===== src/rtl/config_stream_loader_pkg.sv =====
// Shared definitions for the PE tile configuration bus.
// Holds the section codes, the address field positions and the loader
// state encoding. The tile decoders import the same package, so the
// section codes and field positions are defined only here.
package config_stream_loader_pkg;

  // Section codes carried in config_addr[31:16]. Section 0 matches no tile.
  localparam logic [15:0] CONFIG_SB  = 16'd7;
  localparam logic [15:0] CONFIG_CB0 = 16'd6;
  localparam logic [15:0] CONFIG_CB1 = 16'd5;
  localparam logic [15:0] CONFIG_CLB = 16'd4;

  // Field positions inside config_addr.
  localparam int SECTION_MSB = 31;
  localparam int SECTION_LSB = 16;
  localparam int TILE_MSB    = 15;
  localparam int TILE_LSB    = 0;

  typedef struct packed {
    logic [15:0] section;
    logic [15:0] tile_id;
  } cfg_addr_t;

  // Loader states.
  localparam logic [2:0] ST_IDLE  = 3'd0;
  localparam logic [2:0] ST_COUNT = 3'd1;
  localparam logic [2:0] ST_ADDR  = 3'd2;
  localparam logic [2:0] ST_DATA  = 3'd3;
  localparam logic [2:0] ST_DRIVE = 3'd4;
  localparam logic [2:0] ST_DONE  = 3'd5;

  function automatic logic [31:0] cfg_addr(input logic [15:0] section,
                                           input logic [15:0] tile_id);
    cfg_addr_t a;
    a.section = section;
    a.tile_id = tile_id;
    return a;
  endfunction

endpackage


===== src/rtl/config_stream_loader_hold.sv =====
// config_hold_counter: down-counter timing how long a write stays on the bus.
// Ports:
//   clk, reset : clock and synchronous active-high reset
//   load       : reload with HOLD_CYCLES-1 (write just launched)
//   dec        : count down by one
//   zero       : counter is at 0 (last hold cycle)
module config_hold_counter #(
  parameter int HOLD_CYCLES = 1
) (
  input  logic clk,
  input  logic reset,
  input  logic load,
  input  logic dec,
  output logic zero
);

  // HOLD_CYCLES==1 still needs a 1-bit counter to stay legal.
  localparam int W = (HOLD_CYCLES > 1) ? $clog2(HOLD_CYCLES) : 1;

  logic [W-1:0] cnt;

  always_ff @(posedge clk) begin
    if (reset)     cnt <= '0;
    else if (load) cnt <= W'(HOLD_CYCLES - 1);
    else if (dec)  cnt <= cnt - 1'b1;
  end

  assign zero = (cnt == '0);

endmodule


===== src/rtl/config_stream_loader.sv =====
// config_stream_loader: configuration master for the PE tile array.
// Reads a word stream (count, then count address/data pairs) and issues
// each pair as one write on config_addr/config_data, held for HOLD_CYCLES.
// Ports:
//   clk, reset     : clock, synchronous active-high reset
//   start          : begin a load (honoured only in IDLE or DONE)
//   in_valid/in_data/in_ready : word stream handshake
//   config_addr/config_data   : shared config bus ({section, tile_id}, data)
//   busy, done     : load in progress / last load completed (sticky)
//   writes_issued  : writes completed in the current or last load
module config_stream_loader
  import config_stream_loader_pkg::*;
#(
  parameter int          HOLD_CYCLES = 1,
  parameter int          COUNT_W     = 16,
  parameter logic [31:0] IDLE_ADDR   = 32'h0000_0000
) (
  input  logic               clk,
  input  logic               reset,
  input  logic               start,
  input  logic               in_valid,
  input  logic [31:0]        in_data,
  output logic               in_ready,
  output logic [31:0]        config_addr,
  output logic [31:0]        config_data,
  output logic               busy,
  output logic               done,
  output logic [COUNT_W-1:0] writes_issued
);

  logic [2:0]         state;
  logic [COUNT_W-1:0] remaining;
  logic [31:0]        addr_reg;
  logic               xfer;
  logic               hold_zero;

  // Stream is only accepted while collecting count/address/data words.
  always_comb begin
    in_ready = (state == ST_COUNT) || (state == ST_ADDR) || (state == ST_DATA);
  end

  assign xfer = in_valid && in_ready;

  config_hold_counter #(.HOLD_CYCLES(HOLD_CYCLES)) u_hold (
    .clk   (clk),
    .reset (reset),
    .load  ((state == ST_DATA) && xfer),
    .dec   ((state == ST_DRIVE) && !hold_zero),
    .zero  (hold_zero)
  );

  always_ff @(posedge clk) begin
    if (reset) begin
      state         <= ST_IDLE;
      config_addr   <= IDLE_ADDR;
      config_data   <= '0;
      busy          <= 1'b0;
      done          <= 1'b0;
      writes_issued <= '0;
      remaining     <= '0;
      addr_reg      <= '0;
    end else begin
      case (state)
        ST_IDLE: begin
          if (start) begin
            state         <= ST_COUNT;
            busy          <= 1'b1;
            done          <= 1'b0;
            writes_issued <= '0;
          end
        end
        ST_COUNT: begin
          if (xfer) begin
            remaining <= in_data[COUNT_W-1:0];
            state     <= (in_data[COUNT_W-1:0] == '0) ? ST_DONE : ST_ADDR;
          end
        end
        ST_ADDR: begin
          if (xfer) begin
            addr_reg <= in_data;
            state    <= ST_DATA;
          end
        end
        ST_DATA: begin
          if (xfer) begin
            config_addr <= addr_reg;
            config_data <= in_data;
            state       <= ST_DRIVE;
          end
        end
        ST_DRIVE: begin
          // Last hold cycle: release the bus and retire the write.
          if (hold_zero) begin
            config_addr   <= IDLE_ADDR;
            config_data   <= '0;
            writes_issued <= writes_issued + 1'b1;
            remaining     <= remaining - 1'b1;
            state         <= (remaining == COUNT_W'(1)) ? ST_DONE : ST_ADDR;
          end
        end
        ST_DONE: begin
          if (start) begin
            state         <= ST_COUNT;
            busy          <= 1'b1;
            done          <= 1'b0;
            writes_issued <= '0;
          end else begin
            busy <= 1'b0;
            done <= 1'b1;
          end
        end
        default: state <= ST_IDLE;
      endcase
    end
  end

endmodule


===== config.mk =====
export PLATFORM = sky130hd
export DESIGN_NAME = config_stream_loader
export DESIGN_NICKNAME = d
export VERILOG_FILES = /design/src/rtl/config_stream_loader_pkg.sv /design/src/rtl/config_stream_loader_hold.sv /design/src/rtl/config_stream_loader.sv
export SDC_FILE = /design/constraint.sdc
export NUM_CORES = 1
export LEC_CHECK = 0
export ABC_AREA = 1
export CAP_MARGIN = 20
export CORE_MARGIN = 2
export CORE_UTILIZATION = 50
export DETAILED_ROUTE_END_ITERATION = 10
export MAX_ROUTING_LAYER = met4
export PLACE_DENSITY = 0.78
export REMOVE_ABC_BUFFERS = 1
export SLEW_MARGIN = 0
export SYNTH_ARGS = -nofsm -noshare
export SYNTH_HDL_FRONTEND = slang
export SYNTH_HIERARCHICAL = 1
export SYNTH_SLANG_ARGS = --single-unit

===== constraint.sdc =====
create_clock -name clk -period 2.7 [get_ports clk]
set_input_delay 0.54 -clock clk [delete_from_list [all_inputs] [get_ports clk]]
set_output_delay 0.54 -clock clk [all_outputs]
set_load 0.005 [all_outputs]

After elaboration in Yosys (flattened, before gate mapping)
Index checks and enable logic that the tools add are counted.
{"block": "totals", "inputBits": 36, "wordCells": 68, "out_inout_bits": 83, "reg_bits": 134}
{"block": "classes", "addsub": 3, "mux": 25, "n_eq_ne": 12, "reduce_logical": 19}
{"op": "$pmux 32 s2", "count": 2}
{"op": "$mux 32", "count": 3}
{"op": "$mux 16", "count": 4}
{"op": "$pmux 16 s2", "count": 2}
{"op": "$mux 3", "count": 7}
{"op": "$add 16x1->16 const B", "count": 1}
{"op": "$eq 16x1->1 const B", "count": 1}
{"op": "$logic_not 16->1", "count": 1}
{"op": "$sub 16x1->16 const B", "count": 1}
{"op": "$pmux 3 s5", "count": 1}
{"op": "$ne 2x2->1 const B", "count": 5}
{"op": "$reduce_and 3->1", "count": 3}
{"op": "$reduce_bool 2->1", "count": 4}
{"op": "$eq 3x2->1 const B", "count": 2}
{"op": "$eq 3x3->1 const B", "count": 2}
{"op": "$reduce_and 5->1", "count": 1}
{"op": "$mux 1", "count": 4}
{"op": "$pmux 1 s2", "count": 2}
{"op": "$reduce_and 2->1", "count": 2}
{"op": "$reduce_or 2->1", "count": 2}
{"op": "$eq 3x1->1 const B", "count": 1}
{"op": "$logic_and 1x1->1", "count": 3}
{"op": "$logic_not 3->1", "count": 1}
{"op": "$logic_or 1x1->1", "count": 2}
{"op": "2 further kinds", "count": 2}

Logic depth before layout (Yosys ltp)
Gate-level depths: netlist of run 1.
{"block": "depth", "word_depth": 6, "depth_mapped": 10, "ltp_nobuf": 10}

Modules after synthesis
Netlist of run 1, hierarchy kept.
{"module": "config_stream_loader", "n_inst": 1, "cells_per_inst": 812, "seq_area_each_um2": 2662.6, "area_per_inst_um2": 5706.7}
{"module": "config_hold_counter", "n_inst": 1, "cells_per_inst": 7, "seq_area_each_um2": 20.0, "area_per_inst_um2": 45.0}

Least setup slack after synthesis of run 1
Ideal clock, no wire load.
{"block": "synth_path", "kind": "in2reg", "from": "input reset", "to": "register config_addr[0]", "arrival_ns": 1.371, "setup_ns": 0.132, "required_time_ns": 2.568, "slack_ns": 1.197, "cell_stages": 4, "cell_sequence": "clkbuf_1 > clkbuf_1 > clkbuf_1 > a21oi_1"}
{"element": "start: declaration", "line": "config_stream_loader.sv:19", "rtl": "input logic reset,"}
{"element": "end signal: assignment", "line": "config_stream_loader.sv:86", "rtl": "config_addr <= addr_reg;"}
{"element": "end: declaration", "line": "config_stream_loader.sv:24", "rtl": "output logic [31:0] config_addr,"}
No word-level cell between the ends.

Final worst setup path of run 1
{"block": "layout_path", "from": "register state[0]", "to": "output in_ready"}
{"block": "layout_via", "elab_chain_len": 3, "word_cells_on_any_way": 5, "classes_between": "eq/ne (3); reduce/logical (2)"}
{"element": "start: declaration", "line": "config_stream_loader.sv:31", "rtl": "logic [2:0] state;"}
{"element": "start signal: assignment", "line": "config_stream_loader.sv:75", "rtl": "state <= (in_data[COUNT_W-1:0] == '0) ? ST_DONE : ST_ADDR;"}
{"element": "start signal: assignment", "line": "config_stream_loader.sv:98", "rtl": "state <= (remaining == COUNT_W'(1)) ? ST_DONE : ST_ADDR;"}
{"element": "$eq 3x1->1 or $eq 3x2->1 (tied branches)", "line": "config_stream_loader.sv:39", "rtl": "in_ready = (state == ST_COUNT) || (state == ST_ADDR) || (state == ST_DATA);"}
{"element": "$logic_or 1x1->1", "line": "config_stream_loader.sv:39"}
{"element": "$logic_or 1x1->1 *", "line": "config_stream_loader.sv:39"}
{"element": "end: declaration", "line": "config_stream_loader.sv:23", "rtl": "output logic in_ready,"}
Mark *: on every way between the ends. The rest lies on a longest branch, timed or not.

==> metrics.csv, run 1 <==
stage;metric;value;unit
outcome;status;finished clean;
layout;Nets;958;
worst_setup_path;Critical Path Max Stage Delay;0.49;ns
clocking;PostCTS Resize Cnt;0;
layout;Area Overhead vs Synth;31.02;%
clocking;Clock Latency Late Sink;0.41;ns
routing;via/cell ratio;5.183;
synth;largest family of logic cells by synthesized area;simple AND/OR/NAND/NOR gates;
routing;DR iter-0 viols;562;
worst_setup_path;Arr. time, crit path;1.53;ns
synth;Seq cells post-synth;134;
clocking;CTS tree;built;
routing;DR pass1 iterations;5;
synth;most area-consuming cells after synthesis;dfxtp_1 (47%), nand2_1 (11%), a21oi_1 (8.9%), nor2_1 (8.7%), nand3_1 (6.5%);
timing;Fin. Hold Viols;0;
worst_setup_path;CP cell instances;nand2_2 -> nand2_1 -> clkdlybuf4s50_1;
timing;Pins Over Slew Limit;0;
clocking;clock root buffer;clkbuf_16;
synth;Synth Area in Simple Gates;0.2902;
die;Chip Height;111.3;microns
job;max cap viols;0;
clocking;H-tree levels;4;
timing;final setup violation count;0;
power_and_ir_drop;Peak VDD IR;0.7192;mV
timing;Final period util;0.7655;
synth;Post-synth EDFFs;0;
synth;Post-Synth Adder-Cell Area;0.006526;
clocking;CTS Buf Count;17;
timing;Clock Skews;0.005746;ns
worst_setup_path;critical path class;flop to output port;
global_routing;antenna violations before repair;0;
layout;n_diodes;0;
die;Core Rows;39;
die;Initial Utilization;0.5081;
clocking;Post-CTS Setup Bufs;0;
worst_setup_path;slowest stage cell, crit path;clkdlybuf4s50_1;
place;IO Port Bufs;118;
synth;top cell type's share of synthesized area;0.4664;
power_and_ir_drop;PwrDens;794.5;nW/um^2
routing;drc violations;0;
synth;post-synthesis sequential area ratio;0.4664;
power_and_ir_drop;Final Total Pwr;5988;uW
clocking;clock sinks;134;
die;Die X;111.3;microns
worst_setup_path;required time of the critical path;2.16;ns
worst_setup_path;crit path launch type;flop;
die;core area;11320;sq um
layout;share of layout cells above drive strength 1;0.06230;
routing;vias;5567;
timing;Slew @ Worst Pin;0.9953;ns
global_routing;first-pass GRT wire length;24300;microns
clocking;Worst-path clk slew;0.05;ns
synth;Post-synth top cells;nand2_1 (165), dfxtp_1 (134), nor2_1 (133);
routing;average wire per standard cell;13.72;microns
worst_setup_path;worst-path fanout max;6;
global_routing;vias in the first global route;5032;
layout;# fillers;989;
synth;Yosys warning total;6;
synth;top_reg_cell synth;dfxtp_1;
power_and_ir_drop;static leakage;0.002818;uW
global_routing;GRT Util Overall;0.2461;
global_routing;largest net degree at the start of global routing;66;
worst_setup_path;Critical Path Sink Type;output port;
timing;hold slack final;0.4131;ns
synth;cell count after synthesis;819;
timing;max_slew headroom;0.3365;
worst_hold_path;Hold/Removal Path Class;input pin to flop;
clocking;CTS Buffer Depth;2;
routing;routed wire length;14730;microns
timing;Highest Clock Rate;483.8;MHz
global_routing;final global-route overflow total;0;
clocking;cts hold-fix bufs;0;
timing;Setup TNS;0;ns
worst_setup_path;worst r2r src;state[2];
synth;synthesized area;5752;sq um
timing;crit path time final;2.067;ns
routing;number of routed nets with antenna violations;0;
layout;Core Util, Final;0.6657;
synth;FFs w/ async S/R, synth;0;
synth;mean post-synth cell area;7.023;sq um
die;Ports;119;
synth;Yosys cell types;26;
synth;post-synthesis mux area share;0;
worst_hold_path;Hold Crit Start;reset;
synth;Synth area leader;dfxtp_1;
synth;Synth Area in XOR/XNOR;0.003045;
die;die area;12380;sq um
synth;most frequent cell after synthesis;nand2_1;
synth;Synth Area in Compound Gates;0.1547;
timing;RSZ-0062 raised after global routing;no;
place;DP Wirelength;9191;microns
worst_setup_path;CP Launch Point;state[0];
place;routability cong.;0.8863;
-- report_power, final --
part / internal (uW) / switching, uW
Combinational: 506 / 885
Clock: 1430 / 861
Sequential: 2170 / 140
Total: 4100 / 1890
-- cells in the final DEF, fill, tap and decap left out, types with 4 or more instances in the layout --
master / netlist / routed
nand2_1: 165 / 165
dfxtp_1: 134 / 134
nor2_1: 133 / 133
clkdlybuf4s50_1: 0 / 117
a21oi_1: 102 / 102
nand3_1: 75 / 75
o21ai_0: 65 / 65
inv_1: 52 / 52
clkbuf_16: 0 / 17
nor3_1: 8 / 8
inv_2: 7 / 7
buf_4: 3 / 7
nand2_2: 5 / 5
nand4_1: 5 / 5
nand3b_1: 5 / 5
nor2_2: 4 / 4
-- layout make-up --
| type | instances | area [sq um] | area share |
|---|---|---|---|
| Clock buffer | 20 | 466.7 | 0.06193 |
| Clock inverter | 11 | 123.9 | 0.01644 |
| Inverter | 59 | 221.5 | 0.02939 |
| Multi-Input combinational cell | 581 | 2614 | 0.3468 |
| Sequential cell | 134 | 2683 | 0.3560 |
| Tap cell | 143 | 178.9 | 0.02374 |
| Timing Repair Buffer | 126 | 1249 | 0.1657 |
-- path summary, 6_finish.rpt --
| kind | cells past startpoint | slack, ns | to |
|---|---|---|---|
| hold reg to reg | 2 | 0.46 | config_addr[12] |
| setup / recovery | 3 | 0.63 | in_ready |
| setup reg to reg | 8 | 0.71 | config_data[4] |
| hold / removal | 2 | 0.41 | state[1] |
-- per-layer routing --
| metal | wire, microns | vias up | part of all wire | track usage |
|---|---|---|---|---|
| met2 | 6774 | 171 | 0.46 | 0.3829 |
| li1 | - | 2871 | - | - |
| met3 | 807 | 21 | 0.055 | 0.05741 |
| met5 | 0 | - | 0 | - |
| met1 | 6854 | 2504 | 0.47 | 0.3151 |
| met4 | 293 | 0 | 0.020 | 0.08807 |
-- through the flow --
step / instance area, sq um / std cells / setup slack (ns)
final: 7536 / 1074 / 0.6330
after detailed placement: 6945 / 1043 / 0.3473
after floorplan: 5518 / 774 / 0.1888
after global placement: 6945 / 1043 / 0.3722
after global routing: 7536 / 1074 / 0.5219
after CTS: 7536 / 1074 / 0.6253
-- cells by family after synthesis --
group                      after synthesis
AOI/OAI and AO/OA                      175
buffers and inverters                  104
DFF                                    134
adders and majority gates                3
and+or+nand+nor                        401
xor gates and xnor gates                 2
-- worst max-delay path: cells and delay by family, from the launching register on --
family / cells / cell delay (ns)
buf+inv: 1 / 0.49
simple gates: 2 / 0.20
flops: 1 / 0.42
Power figures use the tool's default switching activity.
==> inputs of run 2 (changes only) <==
--- a/config.mk
+++ b/config.mk
@@ -8,10 +8,10 @@
 export ABC_AREA = 1
 export CAP_MARGIN = 20
 export CORE_MARGIN = 2
-export CORE_UTILIZATION = 50
+export CORE_UTILIZATION = 46
 export DETAILED_ROUTE_END_ITERATION = 10
 export MAX_ROUTING_LAYER = met4
-export PLACE_DENSITY = 0.78
+export PLACE_DENSITY = 0.76
 export REMOVE_ABC_BUFFERS = 1
 export SLEW_MARGIN = 0
 export SYNTH_ARGS = -nofsm -noshare
==> constraint.sdc (replaced) <==
create_clock -name clk -period 1.9 [get_ports clk]
set_input_delay 0.38 -clock clk [delete_from_list [all_inputs] [get_ports clk]]
set_output_delay 0.38 -clock clk [all_outputs]
set_load 0.005 [all_outputs]
==> run 2 against run 1 <==
Power grew 44%. Core utilization shrank 3.0 points. Via count grew 1.9%. Count of clock-buffer cells in the layout shrank 3. Clock power grew 43%. Flip-flop and latch count is the same. Global-route usage shrank 1.3 points. Sequential power grew 42%. Worst setup slack lost 0.52 ns. Critical path type unchanged.
==> metrics.csv, run 2 (synthesis results as in run 1) <==
stage;metric;value;unit;change
timing;Slew @ Worst Pin;0.4870;ns;-0.5083 ns
routing;vias;5670;;+1.9%
die;Ports;119;;unchanged
die;Initial Utilization;0.4749;;-0.03317
place;DP Wirelength;9940;microns;+8.2%
global_routing;vias in the first global route;4877;;-3.1%
power_and_ir_drop;PwrDens;1121;nW/um^2;+41%
clocking;Post-CTS Setup Bufs;0;;unchanged
timing;crit path time final;1.787;ns;
timing;Pins Over Slew Limit;0;;unchanged
layout;Nets;967;;+0.94%
clocking;Clock Latency Late Sink;0.43;ns;+0.02 ns
power_and_ir_drop;static leakage;0.002886;uW;+2.4%
die;Chip Height;115.8;microns;+4.1%
global_routing;GRT Util Overall;0.2329;;-0.01315
global_routing;final global-route overflow total;0;;unchanged
layout;commonest non-fill, non-tap cell in the layout;nand2_1;;
global_routing;largest net degree at the start of global routing;66;;unchanged
layout;commonest cells after routing, fill and taps aside;nand2_1 (165), nor2_1 (132), dfxtp_1 (132), clkdlybuf4s50_1 (116), a21oi_1 (102);;
worst_setup_path;worst-path fanout max;6;;unchanged
timing;Setup TNS;0;ns;unchanged
layout;Sequential Area;2688;sq um;+0.19%
worst_hold_path;Hold Crit Start;reset;;
worst_setup_path;Critical Path Max Stage Delay;0.55;ns;+0.06 ns
layout;final std cells w/o fill;1109;;+3.3%
clocking;clock root buffer;clkbuf_16;;
timing;Fin. Hold Viols;0;;unchanged
timing;RSZ-0062 raised after global routing;no;;
routing;DR pass1 iterations;5;;unchanged
die;Core Rows;40;;+2.6%
routing;average wire per standard cell;13.58;microns;-0.97%
timing;Final period util;0.9405;;
routing;number of routed nets with antenna violations;0;;unchanged
layout;Area Overhead vs Synth;33.85;%;
worst_setup_path;Arr. time, crit path;1.41;ns;-0.12 ns
timing;Clock Skews;0.007594;ns;+0.001848 ns
worst_setup_path;critical path class;flop to output port;;
die;core area;12110;sq um;+7.0%
power_and_ir_drop;Final Total Pwr;8628;uW;+44%
global_routing;first-pass GRT wire length;24040;microns;-1.1%
power_and_ir_drop;Peak VDD IR;0.6971;mV;-3.1%
outcome;status;finished clean;;
place;placed inst area;7094;sq um;+2.1%
worst_setup_path;CP cell instances;clkdlybuf4s50_1;;
clocking;clock sinks;134;;unchanged
worst_setup_path;Critical Path Sink Type;output port;;
timing;Highest Clock Rate;559.6;MHz;
routing;drc violations;0;;unchanged
die;die area;13410;sq um;+8.4%
worst_setup_path;CP Launch Point;writes_issued[10];;
layout;multi-input logic area;2616;sq um;about the same
worst_hold_path;hold path cells;2;;unchanged
routing;via/cell ratio;5.113;;-1.4%
clocking;CTS tree;built;;
worst_hold_path;WHS Endpoint;state[2];;
layout;# fillers;1113;;+13%
place;routability cong.;0.9054;;+2.2%
job;max cap viols;0;;unchanged
clocking;cts hold-fix bufs;0;;unchanged
worst_setup_path;delay-heaviest family, CP;buffers and inverters;;
clocking;CTS Buffer Depth;2;;unchanged
die;Die X;115.8;microns;+4.1%
worst_setup_path;Crit Reg-Reg Endpoint;remaining[11];;
worst_setup_path;CP Buf/Inv Count;1;;unchanged
routing;routed wire length;15060;microns;+2.3%
timing;max_slew headroom;0.6742;;+0.3377
clocking;CTS Buf Count;17;;unchanged
worst_setup_path;worst r2r src;state[1];;
layout;n_diodes;0;;unchanged
routing;DR iter-0 viols;528;;-6.0%
worst_setup_path;slowest stage cell, crit path;clkdlybuf4s50_1;;
worst_setup_path;flop2flop setup slack;0.18;ns;-0.53 ns
worst_setup_path;required time of the critical path;1.52;ns;-0.64 ns
clocking;H-tree levels;4;;unchanged
layout;share of layout cells above drive strength 1;0.07545;;+0.01315
place;placed cells;1077;;+3.3%
worst_hold_path;Hold/Removal Path Class;input pin to flop;;
worst_setup_path;Register-to-Register Path Depth;7;;-1
clocking;Worst-path clk slew;0.06;ns;about the same
place;IO Port Bufs;118;;unchanged
worst_setup_path;crit path launch type;flop;;
global_routing;antenna violations before repair;0;;unchanged
layout;Final Cell Area;7699;sq um;+2.2%
timing;final setup violation count;0;;unchanged
-- run 2: stage by stage --
| step | worst slack [ns] | utilization | hold WS (ns) |
|---|---|---|---|
| after floorplan | -0.6112 | - | 0.4491 |
| after global placement | -0.04814 | 0.5857 | 0.4474 |
| after detailed placement | -0.06427 | 0.5857 | 0.4522 |
| after CTS | 0.009343 | 0.6350 | 0.2541 |
| after global routing | 0.06045 | 0.6356 | 0.2708 |
| final | 0.1131 | 0.6356 | 0.2528 |
-- run 2: layer usage --
| metal | part of all wire | vias up | track usage |
|---|---|---|---|
| met5 | 0 | - | - |
| met4 | 0.022 | 0 | 0.1111 |
| met3 | 0.050 | 24 | 0.04236 |
| met2 | 0.47 | 153 | 0.3563 |
| met1 | 0.46 | 2608 | 0.2987 |
| li1 | - | 2885 | - |
-- run 2: repair_timing --
action	CTS	global route
gates resized for setup	2	3
endpoints found under the setup margin	1	5
cloned	0	0
pin swaps	0	0
-- run 2: layout make-up --
type | instances | area share
Tap cell | 168 | 0.02730
Inverter | 59 | 0.02877
Multi-Input combinational cell | 581 | 0.3398
Clock inverter | 15 | 0.02194
Timing Repair Buffer | 135 | 0.1778
Clock buffer | 17 | 0.05526
Sequential cell | 134 | 0.3491
-- run 2: worst reg2reg max path: stages, from the launching register on --
cell,delay (ns)
dfxtp_1,0.40
nor2_1,0.09
nand2_2,0.20
buf_4,0.44
nand2_1,0.20
o21ai_0,0.12
nand2_1,0.08
a21oi_1,0.13
-- run 2: power by group --
group | switching [uW] | internal, uW | total, uW
clock | 1320 | 1960 | 3270
sequential | 197 | 3080 | 3280
combinational | 1300 | 776 | 2070
total | 2810 | 5810 | 8630
-- run 2: worst max-delay path by stage --
stage / end / slack (ns) / depth (start not counted)
after floorplan: config_addr[0] / -0.61 / 8
after global placement: writes_issued[0] / -0.05 / 6
after detailed placement: writes_issued[6] / -0.06 / 6
after CTS: in_ready / 0.009 / 4
after global routing: remaining[3] / 0.06 / 9
final: writes_issued[10] / 0.11 / 1
